`src/rtl/sys_defs.sv`:
```
// Shared free-list sizing, storage typedef and port structs (NUM_PR, NUM_ARCH_TABLE, NUM_ROB, ZERO_REG overridable by macro).
// Latency: n/a (types and constants only).
// Backpressure: n/a.
`ifndef NUM_PR
`define NUM_PR 64
`endif
`ifndef NUM_ARCH_TABLE
`define NUM_ARCH_TABLE 32
`endif
`ifndef NUM_ROB
`define NUM_ROB 32
`endif
`ifndef ZERO_REG
`define ZERO_REG 31
`endif

package sys_defs;

  localparam int NUM_PR         = `NUM_PR;
  localparam int NUM_ARCH_TABLE = `NUM_ARCH_TABLE;
  localparam int NUM_ROB        = `NUM_ROB;
  localparam int ZERO_REG       = `ZERO_REG;

  // Physical registers not backing an architectural register at reset.
  // Must be a power of two so pointers wrap by plain overflow.
  localparam int NUM_FL = NUM_PR - NUM_ARCH_TABLE;

  localparam int PR_W   = $clog2(NUM_PR);
  localparam int ARCH_W = $clog2(NUM_ARCH_TABLE);
  localparam int ROB_W  = $clog2(NUM_ROB);
  localparam int FL_W   = $clog2(NUM_FL);
  localparam int PTR_W  = FL_W + 1;  // index plus wrap bit

  typedef logic [PR_W-1:0]   pr_tag_t;
  typedef logic [ARCH_W-1:0] arch_idx_t;
  typedef logic [ROB_W-1:0]  rob_idx_t;
  typedef logic [PTR_W-1:0]  fl_ptr_t;
  typedef logic [FL_W:0]     fl_cnt_t;

  // Free-list tag storage.
  typedef logic [PR_W-1:0] FL_t [NUM_FL];

  // Everything the dispatch/retire/recovery side hands the free list.
  typedef struct packed {
    logic      dispatch_en;
    arch_idx_t dest_idx;
    rob_idx_t  ROB_tail_idx;
    logic      retire_en;
    arch_idx_t retire_dest_idx;
    pr_tag_t   Told_idx;
    logic      rollback_en;
    rob_idx_t  ROB_rollback_idx;
  } FL_ROB_IN;

  // What the free list offers back to rename.
  typedef struct packed {
    pr_tag_t T_idx;
    logic    FL_valid;
    fl_cnt_t free_count;
  } FL_OUT;

  // Pointer increment: with a power-of-two depth, overflow into the top
  // bit is exactly the wrap-bit toggle.
  function automatic fl_ptr_t ptr_inc(input fl_ptr_t p);
    return p + fl_ptr_t'(1);
  endfunction

endpackage

```
`src/rtl/free_list.sv`:
```
// Circular free list of physical register tags with per-ROB-slot head snapshots for rollback; optional FL_BYPASS_EN forwards a retiring tag when empty.
// Latency: T_idx/FL_valid/free_count are combinational from state; alloc/free/rollback take effect at the next clock edge.
// Backpressure: FL_valid low means no tag; dispatch with FL_valid low does not allocate.
module free_list
  import sys_defs::*;
(
  input  logic              clock,
  input  logic              reset,
  input  logic              en,
  input  logic              dispatch_en,
  input  logic [ARCH_W-1:0] dest_idx,
  input  logic [ROB_W-1:0]  ROB_tail_idx,
  input  logic              retire_en,
  input  logic [ARCH_W-1:0] retire_dest_idx,
  input  logic [PR_W-1:0]   Told_idx,
  input  logic              rollback_en,
  input  logic [ROB_W-1:0]  ROB_rollback_idx,
  output logic [PR_W-1:0]   T_idx,
  output logic              FL_valid,
  output logic [FL_W:0]     free_count
);

  FL_ROB_IN in_s;
  FL_OUT    out_s;

  FL_t     entry;
  fl_ptr_t head;
  fl_ptr_t tail;
  fl_ptr_t snapshot [NUM_ROB];

  fl_ptr_t count;
  fl_ptr_t head_nxt;
  logic    empty;
  logic    zero_dest;
  logic    bypass_hit;
  logic    alloc;
  logic    free;
  logic    bypass_take;
  logic    dispatch_any;

  assign in_s = {dispatch_en, dest_idx, ROB_tail_idx, retire_en,
                 retire_dest_idx, Told_idx, rollback_en, ROB_rollback_idx};

  // Allocation/free decisions and the offered tag.
  always_comb begin
    count     = tail - head;
    empty     = (count == '0);
    zero_dest = (in_s.dest_idx == arch_idx_t'(ZERO_REG));
    free      = en & in_s.retire_en &
                (in_s.retire_dest_idx != arch_idx_t'(ZERO_REG));
`ifdef FL_BYPASS_EN
    // Empty list: a tag being retired this cycle can be handed straight out.
    bypass_hit = empty & free;
`else
    bypass_hit = 1'b0;
`endif
    out_s.FL_valid   = ~empty | bypass_hit;
    out_s.free_count = fl_cnt_t'(count);

    alloc = en & in_s.dispatch_en & ~zero_dest & out_s.FL_valid &
            ~in_s.rollback_en;
    // A forwarded tag never enters storage, so neither pointer moves.
    bypass_take  = bypass_hit & alloc;
    dispatch_any = en & in_s.dispatch_en & ~in_s.rollback_en &
                   (zero_dest | alloc);
    head_nxt     = (alloc & ~bypass_take) ? ptr_inc(head) : head;

    if (in_s.dispatch_en & zero_dest) begin
      out_s.T_idx = pr_tag_t'(ZERO_REG);
    end else if (bypass_hit) begin
      out_s.T_idx = in_s.Told_idx;
    end else begin
      out_s.T_idx = entry[head[FL_W-1:0]];
    end
  end

  assign T_idx      = out_s.T_idx;
  assign FL_valid   = out_s.FL_valid;
  assign free_count = out_s.free_count;

  // Head/tail pointers: rollback restores head, frees still advance tail.
  always_ff @(posedge clock) begin
    if (reset) begin
      head <= '0;
      tail <= fl_ptr_t'(NUM_FL);
    end else if (en) begin
      if (in_s.rollback_en) begin
        head <= snapshot[in_s.ROB_rollback_idx];
      end else begin
        head <= head_nxt;
      end
      if (free & ~bypass_take) begin
        tail <= ptr_inc(tail);
      end
    end
  end

  // Tag storage: retired tags are appended at the tail.
  always_ff @(posedge clock) begin
    if (reset) begin
      for (int i = 0; i < NUM_FL; i++) begin
        entry[i] <= pr_tag_t'(NUM_ARCH_TABLE + i);
      end
    end else if (en & free & ~bypass_take) begin
      entry[tail[FL_W-1:0]] <= in_s.Told_idx;
    end
  end

  // Snapshot the post-dispatch head for every dispatching ROB slot.
  always_ff @(posedge clock) begin
    if (reset) begin
      for (int i = 0; i < NUM_ROB; i++) begin
        snapshot[i] <= '0;
      end
    end else if (dispatch_any) begin
      snapshot[in_s.ROB_tail_idx] <= head_nxt;
    end
  end

  // Retiring into a full list without a matching alloc would overwrite a live tag.
  a_no_overflow: assert property (@(posedge clock) disable iff (reset)
    !(free && !alloc && (count == fl_ptr_t'(NUM_FL))));

endmodule
```
`config.mk`:
```
export PLATFORM = sky130hd
export DESIGN_NAME = free_list
export DESIGN_NICKNAME = d
export VERILOG_FILES = /design/src/rtl/sys_defs.sv /design/src/rtl/free_list.sv
export SDC_FILE = /design/constraint.sdc
export NUM_CORES = 1
export LEC_CHECK = 0
export CAP_MARGIN = 40
export CORE_ASPECT_RATIO = 0.75
export CORE_MARGIN = 8
export CORE_UTILIZATION = 50
export CTS_CLUSTER_SIZE = 24
export DETAILED_ROUTE_END_ITERATION = 8
export HOLD_SLACK_MARGIN = 0.08
export PLACE_DENSITY = 0.71
export SYNTH_ARGS = -nofsm -noshare
export SYNTH_HDL_FRONTEND = slang
export SYNTH_SLANG_ARGS = --single-unit
```
`constraint.sdc`:
```
create_clock -name clock -period 3.1 [get_ports clock]
set_input_delay 0.62 -clock clock [delete_from_list [all_inputs] [get_ports clock]]
set_output_delay 0.62 -clock clock [all_outputs]
set_load 0.01 [all_outputs]
```
==> results.tsv <==
metric	value	unit
status	complete, but fails checks	
violations	setup timing	
syn_area	19400	um2
synthesis.yosys.warnings	0	
synth.distinct_cells	54	
timing.critical_path.max_delay_family	multiplexers	
wl_met3	6070	um
pin_count	45	
highest_layer	met4	
post_detail_place_hpwl	33300	um
sequential_share_of_the_synthesized_area	61.1	%
clock_path_buffers	3	
numClockSinks	401	
power.combinational.fraction	12.7	%
grt_start_max_net_pins	40	
worst_path_largest_cell_delay	0.55	ns
die_ar	45500	um2
dp_worst_setup_slack	-0.159	ns
final_cell_area	24100	um2
critical_path_arrival	2.69	ns
worstHoldStart	tail[5]$_SDFFE_PP1P_	
skew	0.0175	ns
syn_nets	1423	
drt-pass1-iter-count	7	
ys.flop_type	sky130_fd_sc_hd__edfxtp_1	
fp.dieW	244	um
dpl-instance-area	21200	um2
hold_path_end	tail[5]$_SDFFE_PP1P_	
floorplan.initialDensity	50.7	%
slew-limit-headroom	41.1	%
post_cts_hold_buffer_count	0	
m1WireLength	22200	um
globalplace.congestion	0.894	
tightest_slew	0.874	ns
clk_latency_worst_skew_pair	0.54	ns
critical_path.slowest_cell	sky130_fd_sc_hd__mux4_2	
period_minus_slack	3.31	ns
antennaDiodeCount	0	
leakage	7.49	nW
final_hold_viol_count	0	
clock_root_buffer	sky130_fd_sc_hd__clkbuf_16	
synth-seq-cells	401	
setup.reg_to_reg.worst_slack	-0.05	ns
first_global_vias	12500	
min_path_cells	2	
p_clk_share	38.1	%
drc_errors	0	
routed-wl-met2	23400	um
slew_violations	0	
fraction_of_final_layout_cells_sized_beyond_drive_strength_1	40.2	%
worstRegToRegCells	15	
dr.first_iter.drc_count	1812	
htree_num_levels	2	
cts-buffers-inserted	41	
ant_nets	0	
syn_inst	1380	
core_area	38300	um2
path_cells	buf_12, buf_6, buf_12, mux4_2, mux4_2, a21oi_2, nand2_1, buf_2	
cp_data_required_time	2.48	ns
place.port_buffers	44	
worstReg2RegStart	tail[0]$_SDFFE_PP0P_	
floorplan.die.height	187	um
drt_wl_total	52800	um
vias_per_cell	6.33	
dp_cells	1940	
worst_setup_path_start_kind	flop	
global_route.usage.total	21.8	%
power_share_of_the_sequential_group	49.2	%
max_clock_freq	302	MHz
setup_total_negative_slack	-1.66	ns
grt_setup_unrepaired	yes	
netSwitchingPower	0.00300	W
areaGrowthSynthToFinish	23.9	%
cp-end-kind	primary output	
stdcell_count	2052	
max-cap-violations	0	
layout_utilization	62.8	%
regToRegEndpoint	snapshot[17][5]$_SDFFCE_PN0P_	
fin_crit_sh	107	%
synth_edf_count	384	
async_reset_ff_share	0	%
detail_route.wl_per_cell	25.8	um
grt_first_pass_wirelength	77100	um
fin_nets	1555	
crit_path_max_fanout	8	
peakVddDrop	0.440	mV
cp_num_cells	8	
finalWorstSetupSlack	-0.212	ns
via_count	13000	
overflow	0	
setup_violations	39	
power_density_cells	517	nW/um2
hold_path_class	reg2reg	
cts.reportedPaths.clkPinSlew	0.06	ns
antenna_violations_before_repair	0	
cts_tree	done	
placementRows	62	
internal	0.00944	W
postSynthAreaPerCell	14.1	um2
criticalPathCategory	reg2out	
critical_path.n_buffers_inverters	4	
netSwitchingFraction	24.1	%
==> area by class of cell <==
| cell class | instances | area (um2) |
|---|---|---|
| clock buffers | 47 | 1050 |
| clock inverters | 24 | 200 |
| fillers | 2735 | 14200 |
| inverters | 12 | 45.0 |
| multi-input cells | 834 | 7920 |
| flip-flops and latches | 401 | 11900 |
| well taps | 512 | 641 |
| repair buffers | 222 | 2340 |
==> logic make-up (layout without fill, tap and decap cells) <==
kind of cell / Yosys count / after routing / synth area share (%)
simple gates: 407 / 407 / 12.2
mux: 125 / 125 / 13.3
fa+ha+maj: 11 / 11 / 0.747
buf+inv: 145 / 305 / 3.53
xor+xnor: 8 / 8 / 0.361
compound gates: 283 / 283 / 8.79
flops: 401 / 401 / 61.1
==> power by group through the flow <==
stage	registers (W)	clock network, W	logic [W]
finish	0.00612	0.00474	0.00158
global route	0.00613	0.00498	0.00166
CTS	0.00612	0.00477	0.00141
detailed placement	0.00623	0	0.00130
global placement	0.00623	0	0.00129
floorplan	0.00620	0	0.000764
==> layer usage <==
| layer | track usage (%) | up-vias |
|---|---|---|
| met3 | 6.22 | 100 |
| met5 | 0 | - |
| met2 | 30.9 | 784 |
| li1 | - | 5612 |
| met4 | 5.47 | 0 |
| met1 | 32.8 | 6483 |
==> metrics by stage <==
stage	hold WS, ns	total power [W]
final	0.532	0.0124
after global routing	0.574	0.0128
after CTS	0.540	0.0123
after detailed placement	0.523	0.00753
after global placement	0.511	0.00752
after floorplan	0.483	0.00696
==> layout by cell type, fill, tap and decap left out, drive strengths merged, types with 34 or more instances in the layout <==
cell / n
o211ai: 34
or3: 117
mux4: 107
edfxtp: 384
a21oi: 206
buf: 185
and2: 82
nor2: 52
nand2b: 41
or2: 34
clkbuf: 51
==> what timing repair did <==
action | CTS | global route
endpoints found under the hold margin | 0 | 0
gates resized for setup | 131 | 206
setup buffers | 18 | 19
pin swaps | 18 | 49
endpoints found under the setup margin | 114 | 393
cloned | 0 | 5
==> sequential cells by signal, indices dropped and copies added, names as in the netlist, named ones only <==
| name | count |
|---|---|
| entry | 192 |
| snapshot | 192 |
| head | 6 |
| tail | 6 |
==> worst min-delay path, delay by kind of cell, from the launching register on <==
family        cells  cell delay, ns
flops             1            0.37
xor+xnor          1            0.08
simple gates      1            0.06
==> worst max-delay path by stage <==
stage                         start                            to  slack [ns]
3_3_place_gp   head[0]$_SDFFE_PP0P_  snapshot[1][4]$_SDFFCE_PN0P_       -0.04
4_1_cts        tail[0]$_SDFFE_PP0P_                      FL_valid       -0.28
3_5_place_dp   tail[0]$_SDFFE_PP0P_  snapshot[1][3]$_SDFFCE_PN0P_       -0.16
5_1_grt                        flop                      T_idx[1]       -0.28
6_report                       flop                      T_idx[3]       -0.21
2_1_floorplan  tail[0]$_SDFFE_PP0P_  snapshot[0][0]$_SDFFCE_PN0P_        0.05
==> Yosys cell counts, types with 4 or more instances <==
cell type | n | area [um2]
sky130_fd_sc_hd__buf_6 | 13 | 146
sky130_fd_sc_hd__nand2_1 | 29 | 109
sky130_fd_sc_hd__nor3b_1 | 4 | 30.0
sky130_fd_sc_hd__nand4_1 | 6 | 37.5
sky130_fd_sc_hd__xor2_1 | 6 | 52.6
sky130_fd_sc_hd__o211ai_1 | 14 | 105
sky130_fd_sc_hd__and2_1 | 82 | 513
sky130_fd_sc_hd__o21ai_0 | 5 | 25.0
sky130_fd_sc_hd__inv_1 | 11 | 41.3
sky130_fd_sc_hd__o211ai_2 | 20 | 250
sky130_fd_sc_hd__nor2b_1 | 9 | 56.3
sky130_fd_sc_hd__clkbuf_1 | 84 | 315
sky130_fd_sc_hd__dfxtp_1 | 17 | 340
sky130_fd_sc_hd__nand3b_1 | 4 | 30.0
sky130_fd_sc_hd__mux2i_1 | 18 | 180
sky130_fd_sc_hd__nand3_1 | 12 | 60.1
sky130_fd_sc_hd__or2_2 | 34 | 213
sky130_fd_sc_hd__edfxtp_1 | 384 | 11500
sky130_fd_sc_hd__buf_2 | 32 | 160
sky130_fd_sc_hd__ha_1 | 10 | 125
sky130_fd_sc_hd__a21oi_1 | 206 | 1030
sky130_fd_sc_hd__a211oi_1 | 13 | 97.6
sky130_fd_sc_hd__mux4_2 | 107 | 2410
sky130_fd_sc_hd__nand2b_1 | 41 | 257
sky130_fd_sc_hd__o21ai_1 | 4 | 20.0
sky130_fd_sc_hd__nor2_1 | 52 | 195
sky130_fd_sc_hd__nor3_1 | 7 | 35.0
sky130_fd_sc_hd__or3_1 | 116 | 726
Note: power is estimated with default switching activity, not from simulation.
